`config.mk`:
```
export PLATFORM = sky130hd
export DESIGN_NAME = lifting_mac_flat
export DESIGN_NICKNAME = d
export VERILOG_FILES = /design/src/rtl/lifting_mac_if.sv /design/src/rtl/lifting_mac.sv /design/src/flat_wrapper.sv
export SDC_FILE = /design/constraint.sdc
export NUM_CORES = 2
export LEC_CHECK = 0
export BUFFER_PORTS_ARGS = -buffer_cell sky130_fd_sc_hd__buf_4
export CAP_MARGIN = 0
export CORE_MARGIN = 2
export CORE_UTILIZATION = 69
export DETAILED_ROUTE_END_ITERATION = 8
export GPL_ROUTABILITY_DRIVEN = 0
export MAX_ROUTING_LAYER = met4
export PLACE_DENSITY = 0.86
export SETUP_SLACK_MARGIN = 0.2
export SLEW_MARGIN = 10
export SYNTH_ARGS = -nofsm -noshare
export SYNTH_HDL_FRONTEND = slang
export SYNTH_SLANG_ARGS = --single-unit
```
`constraint.sdc`:
```
create_clock -name clk -period 24.5 [get_ports clk]
set_input_delay 3.675 -clock clk [delete_from_list [all_inputs] [get_ports clk]]
set_output_delay 3.675 -clock clk [all_outputs]
set_load 0.03 [all_outputs]
```
`src/rtl/lifting_mac_if.sv`:
```
// Operand/result bundle for the lifting MAC: valid-tagged operands in, valid-tagged result out.
interface lifting_mac_if #(
  parameter int size = 32
);
  logic            vi;
  logic [size-1:0] a;
  logic [size-1:0] b;
  logic [size-1:0] c;
  logic [2:0]      cons;
  logic [size-1:0] d;
  logic            vo;

  modport master (output vi, a, b, c, cons, input d, vo);
  modport slave  (input vi, a, b, c, cons, output d, vo);
endinterface

```
`src/rtl/lifting_mac.sv`:
```
// Two-stage lifting step d = sat(a + round(C[cons] * (b + c))) for the 9/7 DWT datapath.
module lifting_mac #(
  parameter int size = 32,
  parameter int FRAC = 16
) (
  input  logic         clk,
  input  logic         rst_n,
  lifting_mac_if.slave mac
);

  localparam int PW = size + 19;
  localparam int TW = size + 4;

  // The coefficient ROM carries its own 16 fractional bits, so the data format
  // only needs FRAC to leave at least the sign bit as integer part.
  if (FRAC >= size) begin : g_frac_leaves_no_integer_bits
  end

  logic signed [size:0]   s1_q, s1_d;
  logic signed [size-1:0] a1_q, a1_d;
  logic signed [17:0]     coef1_q, coef1_d;
  logic                   v1_q, v1_d;
  logic [size-1:0]        d_q, d_d;
  logic                   vo_q, vo_d;

  logic signed [17:0]     coef_sel;
  logic signed [PW-1:0]   prod;
  logic signed [PW-1:0]   prod_rnd;
  logic signed [PW-1:0]   prod_shr;
  logic signed [TW-1:0]   sum_full;
  logic [size-1:0]        sum_sat;

  always_comb begin
    coef_sel = '0;
    case (mac.cons)
      3'd0:    coef_sel = -18'sd103949;
      3'd1:    coef_sel = -18'sd3472;
      3'd2:    coef_sel = 18'sd57862;
      3'd3:    coef_sel = 18'sd29066;
      3'd4:    coef_sel = 18'sd75340;
      3'd5:    coef_sel = 18'sd57007;
      default: coef_sel = '0;
    endcase
  end

  always_comb begin
    s1_d    = s1_q;
    a1_d    = a1_q;
    coef1_d = coef1_q;
    v1_d    = mac.vi;
    if (mac.vi) begin
      s1_d    = (size+1)'($signed(mac.b)) + (size+1)'($signed(mac.c));
      a1_d    = $signed(mac.a);
      coef1_d = coef_sel;
    end
  end

  // Round half toward +inf, then saturate whenever the guard bits disagree with the sign.
  always_comb begin
    prod     = PW'(s1_q) * PW'(coef1_q);
    prod_rnd = prod + PW'(32768);
    prod_shr = prod_rnd >>> 16;
    sum_full = TW'(a1_q) + TW'(prod_shr);
    if (sum_full[TW-1:size-1] == {(TW-size+1){sum_full[TW-1]}}) begin
      sum_sat = sum_full[size-1:0];
    end else begin
      sum_sat = {sum_full[TW-1], {(size-1){~sum_full[TW-1]}}};
    end
  end

  always_comb begin
    d_d  = v1_q ? sum_sat : d_q;
    vo_d = v1_q;
  end

  always_ff @(posedge clk or negedge rst_n) begin
    if (!rst_n) begin
      s1_q    <= '0;
      a1_q    <= '0;
      coef1_q <= '0;
      v1_q    <= 1'b0;
      d_q     <= '0;
      vo_q    <= 1'b0;
    end else begin
      s1_q    <= s1_d;
      a1_q    <= a1_d;
      coef1_q <= coef1_d;
      v1_q    <= v1_d;
      d_q     <= d_d;
      vo_q    <= vo_d;
    end
  end

  assign mac.d  = d_q;
  assign mac.vo = vo_q;

endmodule

```
`src/flat_wrapper.sv`:
```
// flat-port wrapper written by rule: the top's interface ports become plain ports
module lifting_mac_flat 
#(
  parameter int size = 32,
  parameter int FRAC = 16
)
  (clk, rst_n, mac_vi, mac_a, mac_b, mac_c, mac_cons, mac_d, mac_vo);
  lifting_mac_if #(.size(size)) mac_i ();
  input  logic clk;
  input  logic rst_n;
  input wire logic [$bits(mac_i.vi)-1:0] mac_vi;
  input wire logic [$bits(mac_i.a)-1:0] mac_a;
  input wire logic [$bits(mac_i.b)-1:0] mac_b;
  input wire logic [$bits(mac_i.c)-1:0] mac_c;
  input wire logic [$bits(mac_i.cons)-1:0] mac_cons;
  output wire logic [$bits(mac_i.d)-1:0] mac_d;
  output wire logic [$bits(mac_i.vo)-1:0] mac_vo;
  assign mac_i.vi = mac_vi;
  assign mac_i.a = mac_a;
  assign mac_i.b = mac_b;
  assign mac_i.c = mac_c;
  assign mac_i.cons = mac_cons;
  assign mac_d = mac_i.d;
  assign mac_vo = mac_i.vo;
  lifting_mac #(.size(size), .FRAC(FRAC)) u_core (.clk(clk), .rst_n(rst_n), .mac(mac_i));
endmodule
```
==> Word-level counts from Yosys, hierarchy flattened <==
Index checks and enable logic that the tools add are counted.
{ "totals": {"regBits": 117, "in_bits": 102, "elab_cells": 20, "output_inout_bits": 33} }
{ "op_classes": {"bitwise": 1, "reduce_logical": 1, "muxes": 2, "n_addsub": 3, "n_mul": 1, "n_eq_ne": 6} }
{ "ops": {"columns": ["op", "n"], "rows": [
  ["case mux 18 bit (6 select lines)", 1],
  ["adder 51 x 17 -> 51 bit, second input constant", 1],
  ["multiplier 33 x 18 -> 51 bit", 1],
  ["adder 32 x 35 -> 36 bit", 1],
  ["adder 32 x 32 -> 33 bit", 1],
  ["two-way mux 32 bit", 1],
  ["== test 3 x 2 -> 1 bit, second input constant", 2],
  ["== test 3 bit, second input constant", 2],
  ["== test 4 bit", 1],
  ["== test 3 x 1 -> 1 bit, second input constant", 1],
  ["zero test 3 bit", 1],
  ["inverter 1 bit", 1]
]} }

==> Longest topological paths before layout <==
{ "logic_depth": {"depth_word": 5, "depth_mapped": 39, "mapped_depth_nobuf": 35} }

==> Worst setup path after synthesis <==
Ideal clock, no wire load.
{ "synth_path": {"path_kind": "register to register", "from": "register u_core.coef1_q[4]", "to": "register u_core.d_q[19], in the netlist u_core.mac.d[19]", "n_path_buf": 5, "period_less_slack_ps": 9183, "path_stages_with_launch": 37, "setup_time_ps": 65, "slack_ps": 15317, "arrival_ps": 9118, "required_ps": 24435, "cell_sequence": "dfrtp_1 > clkbuf_1 > clkbuf_1 > nand2_1 > fa_1 > fa_1 > fa_1 > inv_1 > fa_1 > fa_1 > inv_1 > fa_1 > inv_1 > ha_1 > and4_1 > o2111a_1 > nor3b_1 > o211ai_1 > a211oi_1 > nor2_1 > o311ai_0 > a21oi_1 > xnor2_1 > ha_1 > clkbuf_1 > and3_1 > and2_1 > nand2_1 > o2bb2ai_1 > a41o_2 > or3_1 > a211o_1 > mux2_4 > buf_6 > buf_6 > nor2_1 > o22a_1"} }
{ "synth_via": {"elab_chain_cells": 5, "word_cells_on_any_way": 6, "cone_classes": "add/sub (2); mul (1); eq/ne (1); mux (1); bitwise (1)"} }
{ "synth_lines": {"columns": ["item", "line", "rtl"], "rows": [
  ["start, declared", "lifting_mac.sv:21", "logic signed [17:0] coef1_q, coef1_d;"],
  ["start signal, assigned", "lifting_mac.sv:87", "coef1_q <= coef1_d;"],
  ["multiplier 33 x 18 -> 51 bit *", "lifting_mac.sv:60", "prod = PW'(s1_q) * PW'(coef1_q);"],
  ["adder 51 x 17 -> 51 bit *", "lifting_mac.sv:61", "prod_rnd = prod + PW'(32768);"],
  ["adder 32 x 35 -> 36 bit *", "lifting_mac.sv:63", "sum_full = TW'(a1_q) + TW'(prod_shr);"],
  ["== test 4 bit / inverter 1 bit (equally long branches)", "lifting_mac.sv:64, lifting_mac.sv:67", null],
  ["two-way mux 32 bit *", "lifting_mac.sv:64", "if (sum_full[TW-1:size-1] == {(TW-size+1){sum_full[TW-1]}}) begin"],
  ["end signal, assigned", "lifting_mac.sv:82", "d_q <= '0;"],
  ["end signal, assigned", "lifting_mac.sv:89", "d_q <= d_d;"],
  ["end, declared", "lifting_mac.sv:23", "logic [size-1:0] d_q, d_d;"]
]} }
Every way passes the cells marked *; elsewhere a longest branch is shown, timed or not.
A chain may end at the register's enable or synchronous reset.

==> Worst setup path after layout <==
{ "layout_path": {"from": "register u_core.coef1_q[11]", "to": "register u_core.d_q[3], in the netlist u_core.mac.d[3]"} }
The elaborated chain is that of the path after synthesis.

==> impl_metrics.yaml <==
sta:
  final.period_utilization_pct: 47.2
  fmax_ghz: 0.0864
  final-setup-viol-count: 0
  finClkSkew_ns: 0.0114
  grt_setup_unrepaired: "false"
  final_max_slew_viol_count: 0
  slew_headroom_pct: 15.2
  tns_ns: 0
  worst_pin_slew_ns: 1.27
  post-route-min-period_ns: 11.57
  hold_viol_final: 0
  whs_ns: 0.487
final_layout:
  syn2layout_area_growth_pct: 7.04
  drive_gt1_share_pct: 8.27
  num-nets-final: 3978
  fin_util_pct: 75.0
global_routing:
  grt_pass1_wl_mm: 125
  grt_remaining_overflow: 0
  grt_pass1_vias: 24200
  grt_max_degree: 64
  track_usage_pct: 39.8
  grt_antenna_before_repair: 1
worst_setup_path:
  cp-start-kind: "flip-flop"
  end_kind: "flip-flop"
  required_ns: 24.81
  crit_slowest_cell: "dfrtp_1"
  arrival_ns: 11.88
  crit_type: "reg -> reg"
  crit_path_max_incr_delay_ns: 1.19
  regToRegStartpoint: "u_core.coef1_q[11]"
  path_max_fanout: 34
  r2r_setup_slack_ns: 12.93
  startpoint: "u_core.coef1_q[11]"
yosys:
  yosys.area.top_type_share_pct: 41.1
  synth_seq_cells: 115
  synth_flop_cell: "dfrtp_1"
  netlist_top_cells_count: "inv_1, fa_1, nand2_1, and2_1, ha_1"
  synth-async-reset-ratio_pct: 100
  syn_avg_cell_area_sq_um: 9.06
  ys_types: 71
  synthesis.area_sq_um: 27800
  synth_edf_count: 0
  seq_area_frac_synth_pct: 10.3
  yosysMostFrequentCell: "inv_1"
  synthTopCellsByArea: "fa_1, dfrtp_1, inv_1"
  syn_nets: 3931
  netlist_instances: 3072
  synth_area_leader_cell: "fa_1"
  yosys_warnings: 0
clocking:
  post_cts_buffers: 0
  cts_buffers: 17
  clock-root-buffer: "clkbuf_16"
  cts_resized: 0
  clk_pin_slew_ns: 0.06
  cts_tree: "yes"
  cts_htree_levels: 4
  cts_sinks: 115
  clk_path_buf_depth: 2
  clkLatencyLatePin_ns: 0.43
  hold_buffers: 0
die:
  num_rows: 73
  dieArea_sq_um: 42000
  core-area_sq_um: 39700
  die_height_um: 205
  dieWidth_um: 205
  initial_utilization_pct: 70.0
  num_io_pins: 135
drt:
  vias: 22200
  drt_wl_total_mm: 76.0
  wl_per_cell_um: 20.8
  vias_per_cell: 6.07
  drc: 0
  first_pass_iters: 8
  ant_nets: 0
  initialDrtViolationCount: 2402
status:
  status: "complete, no violations"
placement:
  numPortBuffers: 134
  dp_hpwl_mm: 59.0
job:
  maxCapViolations: 0
worst_hold_path:
  hold_class: "reg -> reg"
  holdCritStartpoint: "u_core.coef1_q[9]"
==> cells by family (layout without fill, tap and decap cells) <==
group / count (synthesis) / count (layout) / share of synthesized area [%]
simple gates: 873 / 873 / 15.1
xor+xnor: 92 / 92 / 2.92
compound gates: 358 / 358 / 8.67
mux: 60 / 60 / 2.44
other cells: 0 / 1 / 0
flops: 115 / 115 / 10.3
fa+ha+maj: 757 / 757 / 49.4
buf+inv: 817 / 877 / 11.1
==> area by class of cell <==
class / count / area [sq um]
fillers: 2619 / 9940
clock buffers: 20 / 437
flip-flops and latches: 115 / 2880
diodes: 1 / 2.50
well taps: 525 / 657
repair buffers: 153 / 1150
multi-input cells: 2140 / 21900
inverters: 692 / 2600
clock inverters: 12 / 204
==> through the flow <==
stage | instance area [sq um] | worst slack (ns) | cells
3_3_place_gp | 29100 | 13.61 | 3625
4_1_cts | 29800 | 13.18 | 3657
3_5_place_dp | 29100 | 13.23 | 3625
6_report | 29800 | 12.93 | 3658
5_1_grt | 29800 | 12.18 | 3658
2_1_floorplan | 27800 | 15.32 | 3072
==> flip-flops by register name (all words and copies together), names as in the netlist <==
signal          flops
u_core.a1_q        32
u_core.mac.d       32
u_core.v1_q         1
u_core.s1_q        33
u_core.mac.vo       1
u_core.coef1_q     16
==> routing by layer <==
| layer | share of wire [%] | routed length, um | global-route usage [%] | vias to the layer above |
|---|---|---|---|---|
| li1 | - | - | - | 9431 |
| met3 | 11 | 8630 | 9.02 | 355 |
| met1 | 35 | 26700 | 48.5 | 11000 |
| met5 | 0 | 0 | - | - |
| met4 | 5.3 | 4000 | 17.5 | 0 |
| met2 | 48 | 36700 | 64.0 | 1471 |
==> worst paths after layout <==
kind	endpoint	cells past startpoint
setup reg to reg	u_core.mac.d[3]	34
setup / recovery	u_core.mac.d[3]	34
min in group asynchronous	u_core.mac.d[14]	1
hold / removal	u_core.coef1_q[9]	1
max in group asynchronous	u_core.coef1_q[12]	2
hold reg to reg	u_core.coef1_q[9]	1
==> cell usage in the layout (no fill, tap or decap), drive strengths merged, types with 19 or more instances in the layout <==
| master | synthesis | layout |
|---|---|---|
| mux2 | 59 | 59 |
| o22a | 31 | 31 |
| a21oi | 88 | 88 |
| buf | 7 | 153 |
| ha | 186 | 186 |
| a31oi | 19 | 19 |
| nor2 | 118 | 118 |
| nor3 | 23 | 23 |
| a21o | 57 | 57 |
| clkbuf | 118 | 20 |
| nand2 | 379 | 379 |
| and2 | 245 | 245 |
| inv | 690 | 692 |
| xnor2 | 58 | 58 |
| o21ai | 60 | 60 |
| fa | 571 | 571 |
| dfrtp | 115 | 115 |
| xor2 | 34 | 34 |
==> critical path: cells and delay by family, from the launching register on <==
kind | cells | cell delay, ns
AND/OR/NAND/NOR | 5 | 1.80
buffers and inverters | 6 | 0.55
AO/OA/AOI/OAI | 13 | 4.02
adder cells (fa/ha/maj) | 8 | 3.52
flip-flops | 1 | 1.19
XOR/XNOR | 2 | 0.32
Power is not shown: default switching activity piles up to over one toggle a cycle in this logic, so the estimate is an artifact.
